`src/rtl/dinorun_pkg.sv`:
```
`default_nettype none
// ============================================================================
// Module   : dinorun_pkg
// Purpose  : Shared types and constants for the dinorun game blocks. Holds
//            the game-flow state encoding, the screen geometry constants and
//            a width helper for counters sized from parameters.
// Ports    : none (package)
// Revision : 2.0 - state_t widened to 3 bits for PAUSED and GAME_OVER
// ============================================================================
package dinorun_pkg;

    localparam int c_SCREEN_WIDTH = 640;
    localparam int c_GROUND       = 400;

    // The original STARTING/PLAYING/HIT encodings are kept as-is so existing
    // consumers of the 2-bit value still decode them the same way.
    typedef enum logic [2:0] {
        STARTING  = 3'd0,
        PLAYING   = 3'd1,
        HIT       = 3'd2,
        PAUSED    = 3'd3,
        GAME_OVER = 3'd4
    } state_t;

    // Bits needed to hold the values 0..n, never less than one bit.
    function automatic int cnt_width(input int n);
        return (n < 1) ? 1 : $clog2(n + 1);
    endfunction

endpackage : dinorun_pkg
`default_nettype wire

```
`src/rtl/dinorun_score_counter.sv`:
```
`default_nettype none
// ============================================================================
// Module   : dinorun_score_counter
// Purpose  : Score, difficulty level and high-score bookkeeping.
//            Score saturates at all-ones. Level advances every LEVEL_STEP
//            points via a points-since-level counter and saturates at
//            MAX_LEVEL. High score captures max(high, score) on request.
// Ports    : clk_i, rst_i       clock, asynchronous active-high reset
//            inc_i              add one point this cycle
//            clear_i            zero score, level and level progress
//            latch_high_i       update high score with the current score
//            score_o            current score
//            level_o            current difficulty level
//            high_score_o       best score since reset
// Revision : 1.0 - initial release
// ============================================================================
module dinorun_score_counter
    import dinorun_pkg::*;
#(
    parameter int SCORE_WIDTH = 16,
    parameter int LEVEL_STEP  = 100,
    parameter int MAX_LEVEL   = 7,
    parameter int LEVEL_W     = cnt_width(MAX_LEVEL)
) (
    input  logic                   clk_i,
    input  logic                   rst_i,
    input  logic                   inc_i,
    input  logic                   clear_i,
    input  logic                   latch_high_i,
    output logic [SCORE_WIDTH-1:0] score_o,
    output logic [LEVEL_W-1:0]     level_o,
    output logic [SCORE_WIDTH-1:0] high_score_o
);

    localparam int                 PTS_W       = cnt_width(LEVEL_STEP - 1);
    localparam logic [PTS_W-1:0]   c_PTS_LAST  = PTS_W'(LEVEL_STEP - 1);
    localparam logic [LEVEL_W-1:0] c_LEVEL_MAX = LEVEL_W'(MAX_LEVEL);

    logic [SCORE_WIDTH-1:0] r_score;
    logic [SCORE_WIDTH-1:0] r_high;
    logic [PTS_W-1:0]       r_pts;
    logic [LEVEL_W-1:0]     r_level;
    logic                   w_score_full;

    assign w_score_full = &r_score;

    always_ff @(posedge clk_i or posedge rst_i) begin
        if (rst_i) begin
            r_score <= '0;
            r_high  <= '0;
            r_pts   <= '0;
            r_level <= '0;
        end else begin
            if (clear_i) begin
                r_score <= '0;
                r_pts   <= '0;
                r_level <= '0;
            end else if (inc_i && !w_score_full) begin
                // A saturated score earns no points, so level progress
                // only moves when the score itself moves.
                r_score <= r_score + SCORE_WIDTH'(1);
                if (r_pts == c_PTS_LAST) begin
                    r_pts <= '0;
                    if (r_level != c_LEVEL_MAX) begin
                        r_level <= r_level + LEVEL_W'(1);
                    end
                end else begin
                    r_pts <= r_pts + PTS_W'(1);
                end
            end
            if (latch_high_i && (r_score > r_high)) begin
                r_high <= r_score;
            end
        end
    end

    assign score_o      = r_score;
    assign level_o      = r_level;
    assign high_score_o = r_high;

endmodule : dinorun_score_counter
`default_nettype wire

```
`src/rtl/dinorun_game_ctrl.sv`:
```
`default_nettype none
// ============================================================================
// Module   : dinorun_game_ctrl
// Purpose  : Game-flow controller: STARTING / PLAYING / PAUSED / HIT /
//            GAME_OVER with lives, timed hit-freeze, post-respawn
//            invulnerability, score, high score and difficulty level.
// Ports    : clk_i, rst_i       clock, asynchronous active-high reset
//            start_i, pause_i   debounced button levels (edge-detected here)
//            collision_i        dino/obstacle overlap level
//            frame_i            one-cycle pulse per video frame
//            state_o            current state
//            title_en_o         title screen visible
//            obstacle_en_o      obstacles move/spawn
//            freeze_o           freeze all motion
//            invuln_o           invulnerability window active
//            lives_o            lives remaining
//            level_o            difficulty level
//            score_o            current score
//            high_score_o       best score since reset
// Revision : 2.0 - pause, lives, freeze/invulnerability timers, scoring
// ============================================================================
module dinorun_game_ctrl
    import dinorun_pkg::*;
#(
    parameter int NUM_LIVES         = 3,
    parameter int SCORE_WIDTH       = 16,
    parameter int LEVEL_STEP        = 100,
    parameter int MAX_LEVEL         = 7,
    parameter int HIT_FREEZE_FRAMES = 60,
    parameter int INVULN_FRAMES     = 90
) (
    input  logic                             clk_i,
    input  logic                             rst_i,
    input  logic                             start_i,
    input  logic                             pause_i,
    input  logic                             collision_i,
    input  logic                             frame_i,
    output state_t                           state_o,
    output logic                             title_en_o,
    output logic                             obstacle_en_o,
    output logic                             freeze_o,
    output logic                             invuln_o,
    output logic [$clog2(NUM_LIVES+1)-1:0]   lives_o,
    output logic [$clog2(MAX_LEVEL+1)-1:0]   level_o,
    output logic [SCORE_WIDTH-1:0]           score_o,
    output logic [SCORE_WIDTH-1:0]           high_score_o
);

    localparam int LIVES_W = $clog2(NUM_LIVES + 1);
    localparam int LEVEL_W = $clog2(MAX_LEVEL + 1);
    localparam int FRZ_W   = cnt_width(HIT_FREEZE_FRAMES);
    localparam int INV_W   = cnt_width(INVULN_FRAMES);

    state_t             r_state;
    logic [LIVES_W-1:0] r_lives;
    logic [FRZ_W-1:0]   r_frz;
    logic [INV_W-1:0]   r_inv;
    logic               r_start_d;
    logic               r_pause_d;
    logic               r_armed;

    logic w_start_rise;
    logic w_pause_rise;
    logic w_hit;
    logic w_freeze_done;
    logic w_inc;
    logic w_clear;
    logic w_latch_high;

    // r_armed blocks edge detection for the first cycle after reset so a
    // button held through reset release is not mistaken for a new press.
    assign w_start_rise  = start_i & ~r_start_d & r_armed;
    assign w_pause_rise  = pause_i & ~r_pause_d & r_armed;

    assign w_hit         = (r_state == PLAYING) && collision_i && (r_inv == '0);
    assign w_freeze_done = (r_state == HIT) && frame_i && (r_frz == FRZ_W'(1));

    // Score moves only on a frame in PLAYING that is not preempted by a
    // collision or a pause press in the same cycle.
    assign w_inc         = (r_state == PLAYING) && frame_i && !w_hit && !w_pause_rise;
    assign w_clear       = (r_state == STARTING) && w_start_rise;
    // Score is frozen in HIT, so capturing it on the edge into GAME_OVER
    // records the final score of the game.
    assign w_latch_high  = w_freeze_done && (r_lives == '0);

    always_ff @(posedge clk_i or posedge rst_i) begin
        if (rst_i) begin
            r_state   <= STARTING;
            r_lives   <= LIVES_W'(NUM_LIVES);
            r_frz     <= '0;
            r_inv     <= '0;
            r_start_d <= 1'b0;
            r_pause_d <= 1'b0;
            r_armed   <= 1'b0;
        end else begin
            r_start_d <= start_i;
            r_pause_d <= pause_i;
            r_armed   <= 1'b1;
            case (r_state)
                STARTING: begin
                    if (w_start_rise) begin
                        r_state <= PLAYING;
                        r_inv   <= '0;
                        r_lives <= LIVES_W'(NUM_LIVES);
                    end
                end
                PLAYING: begin
                    if (w_hit) begin
                        r_state <= HIT;
                        r_lives <= r_lives - LIVES_W'(1);
                        r_frz   <= FRZ_W'(HIT_FREEZE_FRAMES);
                    end else if (w_pause_rise) begin
                        r_state <= PAUSED;
                    end else if (frame_i && (r_inv != '0)) begin
                        r_inv <= r_inv - INV_W'(1);
                    end
                end
                PAUSED: begin
                    if (w_pause_rise) begin
                        r_state <= PLAYING;
                    end
                end
                HIT: begin
                    if (w_freeze_done) begin
                        r_frz <= '0;
                        if (r_lives == '0) begin
                            r_state <= GAME_OVER;
                        end else begin
                            r_state <= PLAYING;
                            r_inv   <= INV_W'(INVULN_FRAMES);
                        end
                    end else if (frame_i && (r_frz != '0)) begin
                        r_frz <= r_frz - FRZ_W'(1);
                    end
                end
                GAME_OVER: begin
                    if (w_start_rise) begin
                        r_state <= STARTING;
                    end
                end
                default: begin
                    r_state <= STARTING;
                end
            endcase
        end
    end

    dinorun_score_counter #(
        .SCORE_WIDTH (SCORE_WIDTH),
        .LEVEL_STEP  (LEVEL_STEP),
        .MAX_LEVEL   (MAX_LEVEL),
        .LEVEL_W     (LEVEL_W)
    ) u_score (
        .clk_i        (clk_i),
        .rst_i        (rst_i),
        .inc_i        (w_inc),
        .clear_i      (w_clear),
        .latch_high_i (w_latch_high),
        .score_o      (score_o),
        .level_o      (level_o),
        .high_score_o (high_score_o)
    );

    assign state_o       = r_state;
    assign title_en_o    = (r_state == STARTING);
    assign obstacle_en_o = (r_state == PLAYING);
    assign freeze_o      = (r_state == PAUSED) || (r_state == HIT) || (r_state == GAME_OVER);
    assign invuln_o      = (r_inv != '0);
    assign lives_o       = r_lives;

endmodule : dinorun_game_ctrl
`default_nettype wire

```
`config.mk`:
```
export PLATFORM = sky130hd
export DESIGN_NAME = dinorun_game_ctrl
export DESIGN_NICKNAME = d
export VERILOG_FILES = /design/src/rtl/dinorun_pkg.sv /design/src/rtl/dinorun_score_counter.sv /design/src/rtl/dinorun_game_ctrl.sv
export SDC_FILE = /design/constraint.sdc
export NUM_CORES = 1
export LEC_CHECK = 0
export ABC_AREA = 1
export CORE_AREA = 2 2 117 96
export DETAILED_ROUTE_END_ITERATION = 10
export DIE_AREA = 0 0 119 98
export GPL_TIMING_DRIVEN = 1
export PLACE_DENSITY = 0.7
export RECOVER_POWER = 50
export SYNTH_ARGS = -nofsm -noshare
export SYNTH_HDL_FRONTEND = slang
export SYNTH_SLANG_ARGS = --single-unit
```
`constraint.sdc`:
```
create_clock -name clk_i -period 5.5 [get_ports clk_i]
set_input_delay 1.1 -clock clk_i [delete_from_list [all_inputs] [get_ports clk_i]]
set_output_delay 1.1 -clock clk_i [all_outputs]
set_load 0.01 [all_outputs]
```
# Word-level counts from Yosys, hierarchy flattened
# Cells that the tools add are included.
[word_totals] regBits=63 in_bits=6 elab_cells=108
[classes] bitwise=6 reduce_logical=35 magnitude_cmp=1 n_eq_ne=18 addsub=6 muxes=31
[ops] op="$mux 7" count=9
[ops] op="$mux 3" count=11
[ops] op="$mux 16" count=2
[ops] op="$pmux 7 s3" count=1
[ops] op="$mux 6" count=3
[ops] op="$add 16x1->16 const B" count=1
[ops] op="$gt 16x16->1" count=1
[ops] op="$reduce_and 16->1" count=1
[ops] op="$pmux 3 s5" count=1
[ops] op="$logic_and 1x1->1" count=13
[ops] op="$ne 2x2->1 const B" count=6
[ops] op="$pmux 6 s2" count=1
[ops] op="$reduce_bool 2->1" count=5
[ops] op="$reduce_and 3->1" count=3
[ops] op="$add 7x1->7 const B" count=1
[ops] op="$eq 7x7->1 const B" count=1
[ops] op="$logic_not 7->1" count=1
[ops] op="$reduce_and 7->1" count=1
[ops] op="$reduce_bool 7->1" count=1
[ops] op="$sub 7x1->7 const B" count=1
[ops] op="$eq 3x2->1 const B" count=2
[ops] op="$eq 6x1->1 const B" count=1
[ops] op="$ne 2x1->1 const B" count=3
[ops] op="$reduce_bool 6->1" count=1
[ops] op="other kinds (18)" count=26

# Depth between registers and ports, before layout
# Gate-level depths: netlist of run 1.
[depth] ltp_word=9 mapped_depth=12

# Hierarchy
# A second synthesis of run 1 with hierarchy kept.
[unflattened] hier_cells=557 area_unflattened_um2=4120.2
[modules_own_cells] mod="dinorun_score_counter" instances=1 seq_area_each_um2=1051.0 area_per_inst_um2=2642.5 cells_per_inst=351
[modules_own_cells] mod="dinorun_game_ctrl" instances=1 seq_area_each_um2=528.0 area_per_inst_um2=1477.7 cells_per_inst=206

# Worst setup path after synthesis of run 1
# OpenSTA, ideal clock, no wires.
[synth_timing] kind="input-to-reg" startpoint="input port start_i" endpoint="register r_inv[0]" cell_stages=6 setup_slack_ns=3.456 t_required_ns=5.373 setup_time_ns=0.127 arrival_time_ns=1.917 path_cell_list="nand3b_1 > nand2_1 > nand3_1 > nor2_2 > buf_4 > o21ai_0"
[synth_between] elab_chain_cells=4
[synth_lines] item="start, declared" line="dinorun_game_ctrl.sv:34" source="input logic start_i,"
[synth_lines] item="$and 1x1->1 (2 in series)" line="dinorun_game_ctrl.sv:72" source="assign w_start_rise = start_i & ~r_start_d & r_armed;"
[synth_lines] item="$ne 2x1->1 (no source line)"
[synth_lines] item="$reduce_and 7->1 (no source line)"
[synth_lines] item="end signal, assigned" line="dinorun_game_ctrl.sv:115" source="r_inv <= r_inv - INV_W'(1);"
[synth_lines] item="end signal, assigned" line="dinorun_game_ctrl.sv:130" source="r_inv <= INV_W'(INVULN_FRAMES);"
[synth_lines] item="end, declared" line="dinorun_game_ctrl.sv:57" source="logic [INV_W-1:0] r_inv;"
# Every way passes these cells.
# A chain may end at the register's enable or synchronous reset.

# Final worst setup path of run 1
[layout_timing] startpoint="input port start_i" endpoint="register u_score.r_level[2] (netlist: u_score.level_o[2])"
[layout_between] elab_chain_cells=5 elab_cells_between_ends=8 cone_classes="mux: 1; bitwise: 2; reduce/logical: 5"
[layout_lines] item="$and 1x1->1 * (2 in series)" line="dinorun_game_ctrl.sv:72"
[layout_lines] item="$logic_and 1x1->1 *" line="dinorun_game_ctrl.sv:81" source="assign w_clear = (r_state == STARTING) && w_start_rise;"
[layout_lines] item="$reduce_bool 2->1 (no source line)"
[layout_lines] item="$reduce_and 3->1 (no source line)"
[layout_lines] item="end signal, assigned" line="dinorun_score_counter.sv:65" source="r_level <= r_level + LEVEL_W'(1);"
[layout_lines] item="end, declared" line="dinorun_score_counter.sv:42" source="logic [LEVEL_W-1:0] r_level;"
# Mark *: on every way between the ends. The rest lies on a longest branch, timed or not.

==> results.txt, run 1 <==
- The count of pins over their slew limit is 0.
- Once routing completed, OpenROAD measured the worst setup slack at 2.414 ns.
- Buffers added to address setup during post-CTS repair amount to 0.
* Initial antenna violation count: 0
- Path class of the lowest-slack min-delay path: reg2reg
* Cells after Synth: 539
- First-pass GRT wire length: 16510 um
* Most numerous cell types in the synthesized netlist: sky130_fd_sc_hd__nand2_1, sky130_fd_sc_hd__dfrtp_1, sky130_fd_sc_hd__inv_1, sky130_fd_sc_hd__nor2_1, sky130_fd_sc_hd__nand3_1
- The die is 119 um wide.
- I/O pin total: 50
- In this run the clock root is driven by a sky130_fd_sc_hd__clkbuf_16.
* R2r worst-path depth: 10
- Endpoints failing hold: 0
* Via count normalized by instance count: 4.936
- Crit-path max FO: 22
- Max-cap violations: 0
- Leakage: 2.484 nW
- Library cell with the highest instance count after synthesis: sky130_fd_sc_hd__nand2_1
- The number of global-route vias before repair is 3611.
* Yosys top cell area share: 37.30%
- Number of violations reported at the end of detailed-routing iteration 0: 247
* Share of layout cells above drive strength 1: 9.091%
* Starting density of the core: 38.64%
* Crit path to: u_score.level_o[2]$_DFFE_PP0P_
* Clock network latency to the later pin of the worst-skew pair: 0.33 ns
- After clock tree synthesis, the clock-pin slew on the worst setup and hold paths is 0.05 ns.
- Routability-driven placement finished with a final weighted congestion of 0.8391.
* Relative max-transition margin: 40.16%
* WP data arrival: 3.30 ns
- Sequential-to-total area share from yosys stat: 38.58%
* Async set-reset flop share out of synthesis: 100.0%
- The synthesized netlist occupies a cell area of 4093 sq um.
- Detail-routed net length per standard cell: 13.01 um
* Category of the worst setup path launch point: primary input
- After floorplanning, the core was sized to cover 10590 sq um.
- TritonRoute pass-1 iters: 5
- Period minus WS final: 3.086 ns
- Power spread over the standard cell area amounts to 413.8 nW/um^2.
- Pre-CTS worst setup slack: 2.623 ns
* Maximum number of pins on one net before global-route repair: 64
- Reg-to-reg critical path endpoint: u_score.level_o[2]$_DFFE_PP0P_
* Count of port buffers added during placement: 49
* Most used flip-flop cell after synthesis: sky130_fd_sc_hd__dfrtp_1
- DP Wirelength: 6917 um
* CTS H-tree depth: 3
- The floorplan step defined a die boundary enclosing 11660 sq um.
* Setup-failing EPs final: 0
- Fin Setup TNS: 0 ns
- Final wirelength: 9602 um
* Via count: 3643
- Syn_nets: 571
- STA classifies the critical path endpoint as a flop.
- Area Overhead vs Synth: 21.19%
- Worst slew pin tran: 0.8943 ns
* Grt total ovfl: 0
- Averaged over all synthesized cells, the footprint is 7.593 sq um.
- For this run, design rule violations remaining after detail routing come to 0.
- Fraction of the cycle the final worst path needs: 56.10%
* Chip height: 98 um
- On the final layout, the worst clock skew is 0.008956 ns.
- TritonCTS built the clock tree.
* Cell type with the highest aggregate area in the netlist: sky130_fd_sc_hd__dfrtp_1
- The number of antenna diodes in the final layout is 0.
- In this run, CTS created clock tree buffers numbering 9.
- Nets: 621
* Antenna Nets Post-Route: 0
- The clock passes through at most 2 buffers.
- Global routing used 17.41% of the available tracks across all layers.
- Maximum VDD drop: 0.1822 mV
- Synth Register Bits: 63
- The critical path starts at start_i.
- Run status: completed
* Number of distinct library cells after synthesis: 38
* Warnings, synthesis: 0
* CTS hold repair buffers: 0
- Setup repair after global routing left no endpoint under its margin.
* Core Rows: 34
* Most area-consuming cells after synthesis: sky130_fd_sc_hd__dfrtp_1, sky130_fd_sc_hd__nand2_1, sky130_fd_sc_hd__ha_1, sky130_fd_sc_hd__nand3_1, sky130_fd_sc_hd__inv_1
- Summing internal, switching and leakage power gives 2.052 mW.
* Count of clock tree sinks: 63
* Crit Path Class: in2reg
- In this run the critical register-to-register path is launched from state_o[1]$_DFFE_PP0P_.
- Count of flip-flops with a built-in enable after synthesis: 0
- Derived from the worst setup path, the maximum achievable clock frequency is 324.1 MHz.
* Reg-to-reg setup timing slack: 3.07 ns
- Post-CTS sizing: 0
- STA puts the critical path data required time at 5.72 ns.
- Final hold analysis gives a worst-case slack of 0.4889 ns.
-- routing by layer --
| layer | up-vias | track usage, % | wire length [um] |
|---|---|---|---|
| met5 | - | 0 | 0 |
| met3 | 7 | 4.965 | 536 |
| met1 | 1715 | 22.29 | 4475 |
| met2 | 92 | 28.69 | 4505 |
| met4 | 0 | 5.220 | 85 |
| li1 | 1829 | - | - |
-- area by class of cell --
class / count / area, sq um
clock buffers: 10 / 239.0
clock inverters: 6 / 60.06
fillers: 1035 / 5633
inverters: 65 / 251.5
multi-input cells: 400 / 2152
flip-flops and latches: 63 / 1579
well taps: 144 / 180.2
repair buffers: 50 / 498.0
-- metrics by stage --
stage / instances / cell area [sq um] / utilization [%]
after floorplan: 539 / 4093 / -
after global placement: 722 / 4677 / 44.15
after detailed placement: 722 / 4677 / 44.15
after CTS: 738 / 4976 / 46.98
after global routing: 738 / 4960 / 46.82
final: 738 / 4960 / 46.82
-- logic make-up (layout without fill, tap and decap cells) --
group / after synthesis / after routing / synth area share, %
adder cells (fa/ha/maj): 26 / 26 / 7.949
flip-flops: 63 / 63 / 38.58
AO/OA/AOI/OAI: 54 / 54 / 7.399
AND/OR/NAND/NOR: 304 / 304 / 34.33
XOR/XNOR: 15 / 15 / 3.210
buffers and inverters: 76 / 131 / 8.438
other: 1 / 1 / 0.09163
-- flip-flops by register name, summed over array words and instances, names as in the netlist --
| register | count |
|---|---|
| lives_o | 2 |
| u_score.score_o | 16 |
| r_start_d | 1 |
| r_inv | 7 |
| r_pause_d | 1 |
| u_score.r_pts | 7 |
| u_score.level_o | 3 |
| state_o | 3 |
| r_armed | 1 |
| u_score.high_score_o | 16 |
| r_frz | 6 |
-- placed cells by master, fill, tap and decap left out, drive strengths merged, types with 5 or more instances in the layout --
cell type,netlist,final
dfrtp,61,61
ha,26,26
nor2,63,63
inv,64,63
clkinv,1,5
clkdlybuf4s50,0,31
xor2,12,12
nand3,49,49
clkbuf,0,10
dlygate4sd3,0,18
o21ai,35,35
nand4,13,13
nand2,172,172
a21oi,12,12
-- worst min-delay path by stage --
stage                          from                    to  slack, ns  depth (start not counted)
6_report       r_frz[1]$_DFFE_PP0P_  r_frz[1]$_DFFE_PP0P_       0.49                          2
5_1_grt        r_frz[1]$_DFFE_PP0P_  r_frz[1]$_DFFE_PP0P_       0.50                          2
4_1_cts        r_frz[1]$_DFFE_PP0P_  r_frz[1]$_DFFE_PP0P_       0.49                          2
3_5_place_dp   r_frz[1]$_DFFE_PP0P_  r_frz[1]$_DFFE_PP0P_       0.47                          2
3_3_place_gp   r_frz[1]$_DFFE_PP0P_  r_frz[1]$_DFFE_PP0P_       0.46                          2
2_1_floorplan  r_frz[1]$_DFFE_PP0P_  r_frz[1]$_DFFE_PP0P_       0.44                          2
-- power by group --
group          leakage, nW  total [mW]  internal [mW]  switching [mW]
Combinational         1.51       0.816          0.312           0.504
Clock                0.144       0.566          0.360           0.206
Sequential           0.833       0.670          0.561           0.109
-- worst max-delay path: stages --
cell	delay, ns
sky130_fd_sc_hd__dlygate4sd3_1	0.55
sky130_fd_sc_hd__nand3b_1	0.15
sky130_fd_sc_hd__nor2_1	0.73
sky130_fd_sc_hd__inv_4	0.26
sky130_fd_sc_hd__nand2_2	0.26
sky130_fd_sc_hd__nand2_1	0.12
sky130_fd_sc_hd__nand2_1	0.08
sky130_fd_sc_hd__nand2_1	0.05
Note: power is estimated with default switching activity, not from simulation.
==> inputs of run 2 (changes only) <==
--- a/config.mk
+++ b/config.mk
@@ -10,7 +10,7 @@
 export DETAILED_ROUTE_END_ITERATION = 10
 export DIE_AREA = 0 0 119 98
 export GPL_TIMING_DRIVEN = 1
-export PLACE_DENSITY = 0.7
+export PLACE_DENSITY = 0.73
 export RECOVER_POWER = 50
 export SYNTH_ARGS = -nofsm -noshare
 export SYNTH_HDL_FRONTEND = slang
==> constraint.sdc (replaced) <==
create_clock -name clk_i -period 2.55 [get_ports clk_i]
set_input_delay 0.51 -clock clk_i [delete_from_list [all_inputs] [get_ports clk_i]]
set_output_delay 0.51 -clock clk_i [all_outputs]
set_load 0.01 [all_outputs]
==> run 2 against run 1 <==
Against the previous run: the run now ends with capacitance limit, slew limit left; die area is the same; wire length is essentially flat; clock skew is essentially flat; critical path depth is 4 lower; sequential share of layout area is 0.62 points lower; combinational power increased by 120%; first-iteration DRC count up 10%; register-to-register slack got worse by 2.8 ns; clock-buffer cell count increased by 1; global-route usage rose by 0.61 points; critical path type is now reg2out; largest cell class unchanged; largest power group unchanged; highest routed layer unchanged.
==> results.txt, run 2 (synthesized netlist as in run 1, its figures left out) <==
* Run status: complete, but fails checks
* Violated checks: capacitance limit, slew limit
- Number of global-route vias before repair: 3791
- Total buffers and inverters traversed by the critical path: 2
- Worst slew pin tran: 1.586 ns
- Data required time of the worst path: 2.04 ns
* Grt total ovfl: 0
- DP Wirelength: 7018 um
- Input and output buffers added on the ports amount to 49.
- On the worst path, the slowest cell contributes a delay of 0.58 ns.
- Area Overhead vs Synth: 23.60%
- CTS saw 63 sinks.
* Max-cap violations: 1
- Cell with the biggest individual delay on the critical path: sky130_fd_sc_hd__clkdlybuf4s50_1
- The startpoint identified for the worst hold timing path is u_score.high_score_o[15]$_DFFE_PP0P_.
- Final wirelength: 9610 um
- Once the floorplan was initialized, standard cells occupied 38.64% of the core.
* Maximum VDD drop: 0.3097 mV
* Path class of the lowest-slack min-delay path: reg2reg
- Initial antenna violation count: 0
- Leaving out fill and tap cells, the most frequent cell in the layout is sky130_fd_sc_hd__nand2_1.
- In this run the critical register-to-register path is launched from state_o[0]$_DFFE_PP0P_.
- The first TritonRoute pass finished after 5 iterations.
- Measured along the x axis, the die boundary spans 119 um.
* First-pass GRT wire length: 17170 um
- Max-slew violations: 64
- Number of violations reported at the end of detailed-routing iteration 0: 272
- Leaving out fill and tap cells, the most frequent cells in the layout are sky130_fd_sc_hd__nand2_1, sky130_fd_sc_hd__dfrtp_1, sky130_fd_sc_hd__inv_1.
* Post-route DRC: 0
- Fin Setup TNS: 0 ns
- Die area: 11660 sq um
* Largest buffer count on any clock path: 2
* Pwr/cell area: 884.8 nW/um^2
- Setup-failing EPs final: 0
- Reg-to-reg setup timing slack: 0.31 ns
- Walking the worst path, the cells encountered are nor2_4, nand2_4, inv_2, clkdlybuf4s50_1.
* ANT cells: 0
- Period minus WS final: 2.346 ns
- Gates resized during post-CTS repair numbered 0.
- Via count: 3696
* Total clock buffers created by CTS: 9
* Relative max-transition margin: -5.707%
* Endpoints failing hold: 0
* Core Rows: 34
- For the worst setup path, the data arrival time is 1.84 ns.
- Share of layout cells above drive strength 1: 10.73%
- Unrepaired setup endpoints after global routing: false
- The clock tree synthesis step divided the H-tree into 3 levels.
- The cell sitting at the root of the clock tree is a sky130_fd_sc_hd__clkbuf_16.
* Global Route Usage Sum: 18.02%
- RD Place Congestion: 0.9166
- Between clock sinks in the finished design, the worst skew comes to 0.009109 ns.
- In the finished design, the share of the clock period the worst path needs comes to 92.01%.
- After the flow finishes, the layout carries non-filler instances totaling 750.
- I/O pin total: 50
- Register area: 1579 sq um
- Leakage: 2.575 nW
- Top Layer Used: met4
- Crit. Startpoint: state_o[1]$_DFFE_PP0P_
* CORE AREA: 10590 sq um
* Via count normalized by instance count: 4.928
- For this block, wires on met1 add up to 4509 um.
* Chip height: 98 um
- After detailed placement, the design holds a cell count of 734.
* TritonCTS clock tree: built
- Broken down by cell family, the worst path's largest delay share belongs to buffers and inverters.
* Met2 Routed Length: 4371 um
- The number of hold buffers added after CTS was 0.
- Summing all multi-input logic gate instances after layout gives 2163 sq um.
- Crit Path Class: reg2out
* Category of the worst setup path launch point: flop
* R2r worst-path depth: 8
- Maximum number of pins on one net before global-route repair: 64
* Achievable Freq: 426.2 MHz
* Met3 layer wire length in the routed design: 549 um
* Detail-routed net length per standard cell: 12.81 um
- Cell depth of the worst hold path: 2
* # fillers: 977
* Worst Hold Endpoint: u_score.high_score_o[15]$_DFFE_PP0P_
- Clock network latency to the later pin of the worst-skew pair: 0.33 ns
* Reg-to-reg critical path endpoint: r_inv[6]$_DFFE_PP0P_
* Post-CTS Setup Inserts: 0
- At the end of the flow, the number of nets in the layout was 633.
- Antenna Nets Post-Route: 0
- STA classifies the critical path endpoint as an output pin.
- After clock tree synthesis, the clock-pin slew on the worst setup and hold paths is 0.06 ns.
- Crit-path max FO: 10
## run 2: changes by cell type in the layout (fill, tap and decap cells not counted)
cell,change
sky130_fd_sc_hd__buf_4,+11
sky130_fd_sc_hd__clkbuf_1,+1
sky130_fd_sc_hd__clkbuf_2,+1
sky130_fd_sc_hd__clkinv_2,-1
sky130_fd_sc_hd__clkinvlp_4,-1
sky130_fd_sc_hd__inv_6,+1
sky130_fd_sc_hd__nand3_1,+1
sky130_fd_sc_hd__nand3_2,-1
sky130_fd_sc_hd__nor2_1,-1
sky130_fd_sc_hd__nor2_8,+1
## run 2: worst min-delay path: cells and delay by family, from the launching register on
kind             cells  cell delay (ns)
DFF                  1             0.36
and+or+nand+nor      2             0.11
## run 2: power by group
| group | internal [mW] | switching (mW) |
|---|---|---|
| logic | 0.699 | 1.11 |
| clock network | 0.783 | 0.443 |
| registers | 1.21 | 0.229 |
| total | 2.69 | 1.78 |
## run 2: per-stage QoR
step,hold WS (ns),setup slack (ns),utilization (%),power [mW],instance area (sq um)
after global placement,0.4612,0.3796,45.12,3.196,4780
after floorplan,0.4419,0.4736,-,2.770,4093
after global routing,0.5154,0.06549,47.76,4.866,5059
final,0.4957,0.2038,47.76,4.476,5059
after detailed placement,0.4907,0.3005,45.12,3.272,4780
after CTS,0.5044,0.1799,47.94,4.522,5079
## run 2: area by class of cell
| cell class | instances | share of cell area, % |
|---|---|---|
| multi-input cells | 400 | 42.77 |
| flip-flops and latches | 63 | 31.21 |
| repair buffers | 62 | 11.58 |
| inverters | 65 | 4.972 |
| clock buffers | 11 | 4.798 |
| well taps | 144 | 3.562 |
| clock inverters | 5 | 1.113 |
## run 2: worst max path at each step
stage	end	slack (ns)	cells past startpoint
6_report	obstacle_en_o	0.20	4
5_1_grt	u_score.score_o[8]$_DFFE_PP0P_	0.07	3
4_1_cts	obstacle_en_o	0.18	4
3_5_place_dp	r_inv[6]$_DFFE_PP0P_	0.30	6
3_3_place_gp	r_inv[0]$_DFFE_PP0P_	0.38	6
2_1_floorplan	r_armed$_DFF_PP0_	0.47	1
## run 2: layer usage
| metal | up-vias | global-route usage, % |
|---|---|---|
| li1 | 1855 | - |
| met1 | 1719 | 22.96 |
| met2 | 103 | 29.05 |
| met3 | 19 | 4.556 |
| met4 | 0 | 7.967 |
| met5 | - | 0 |
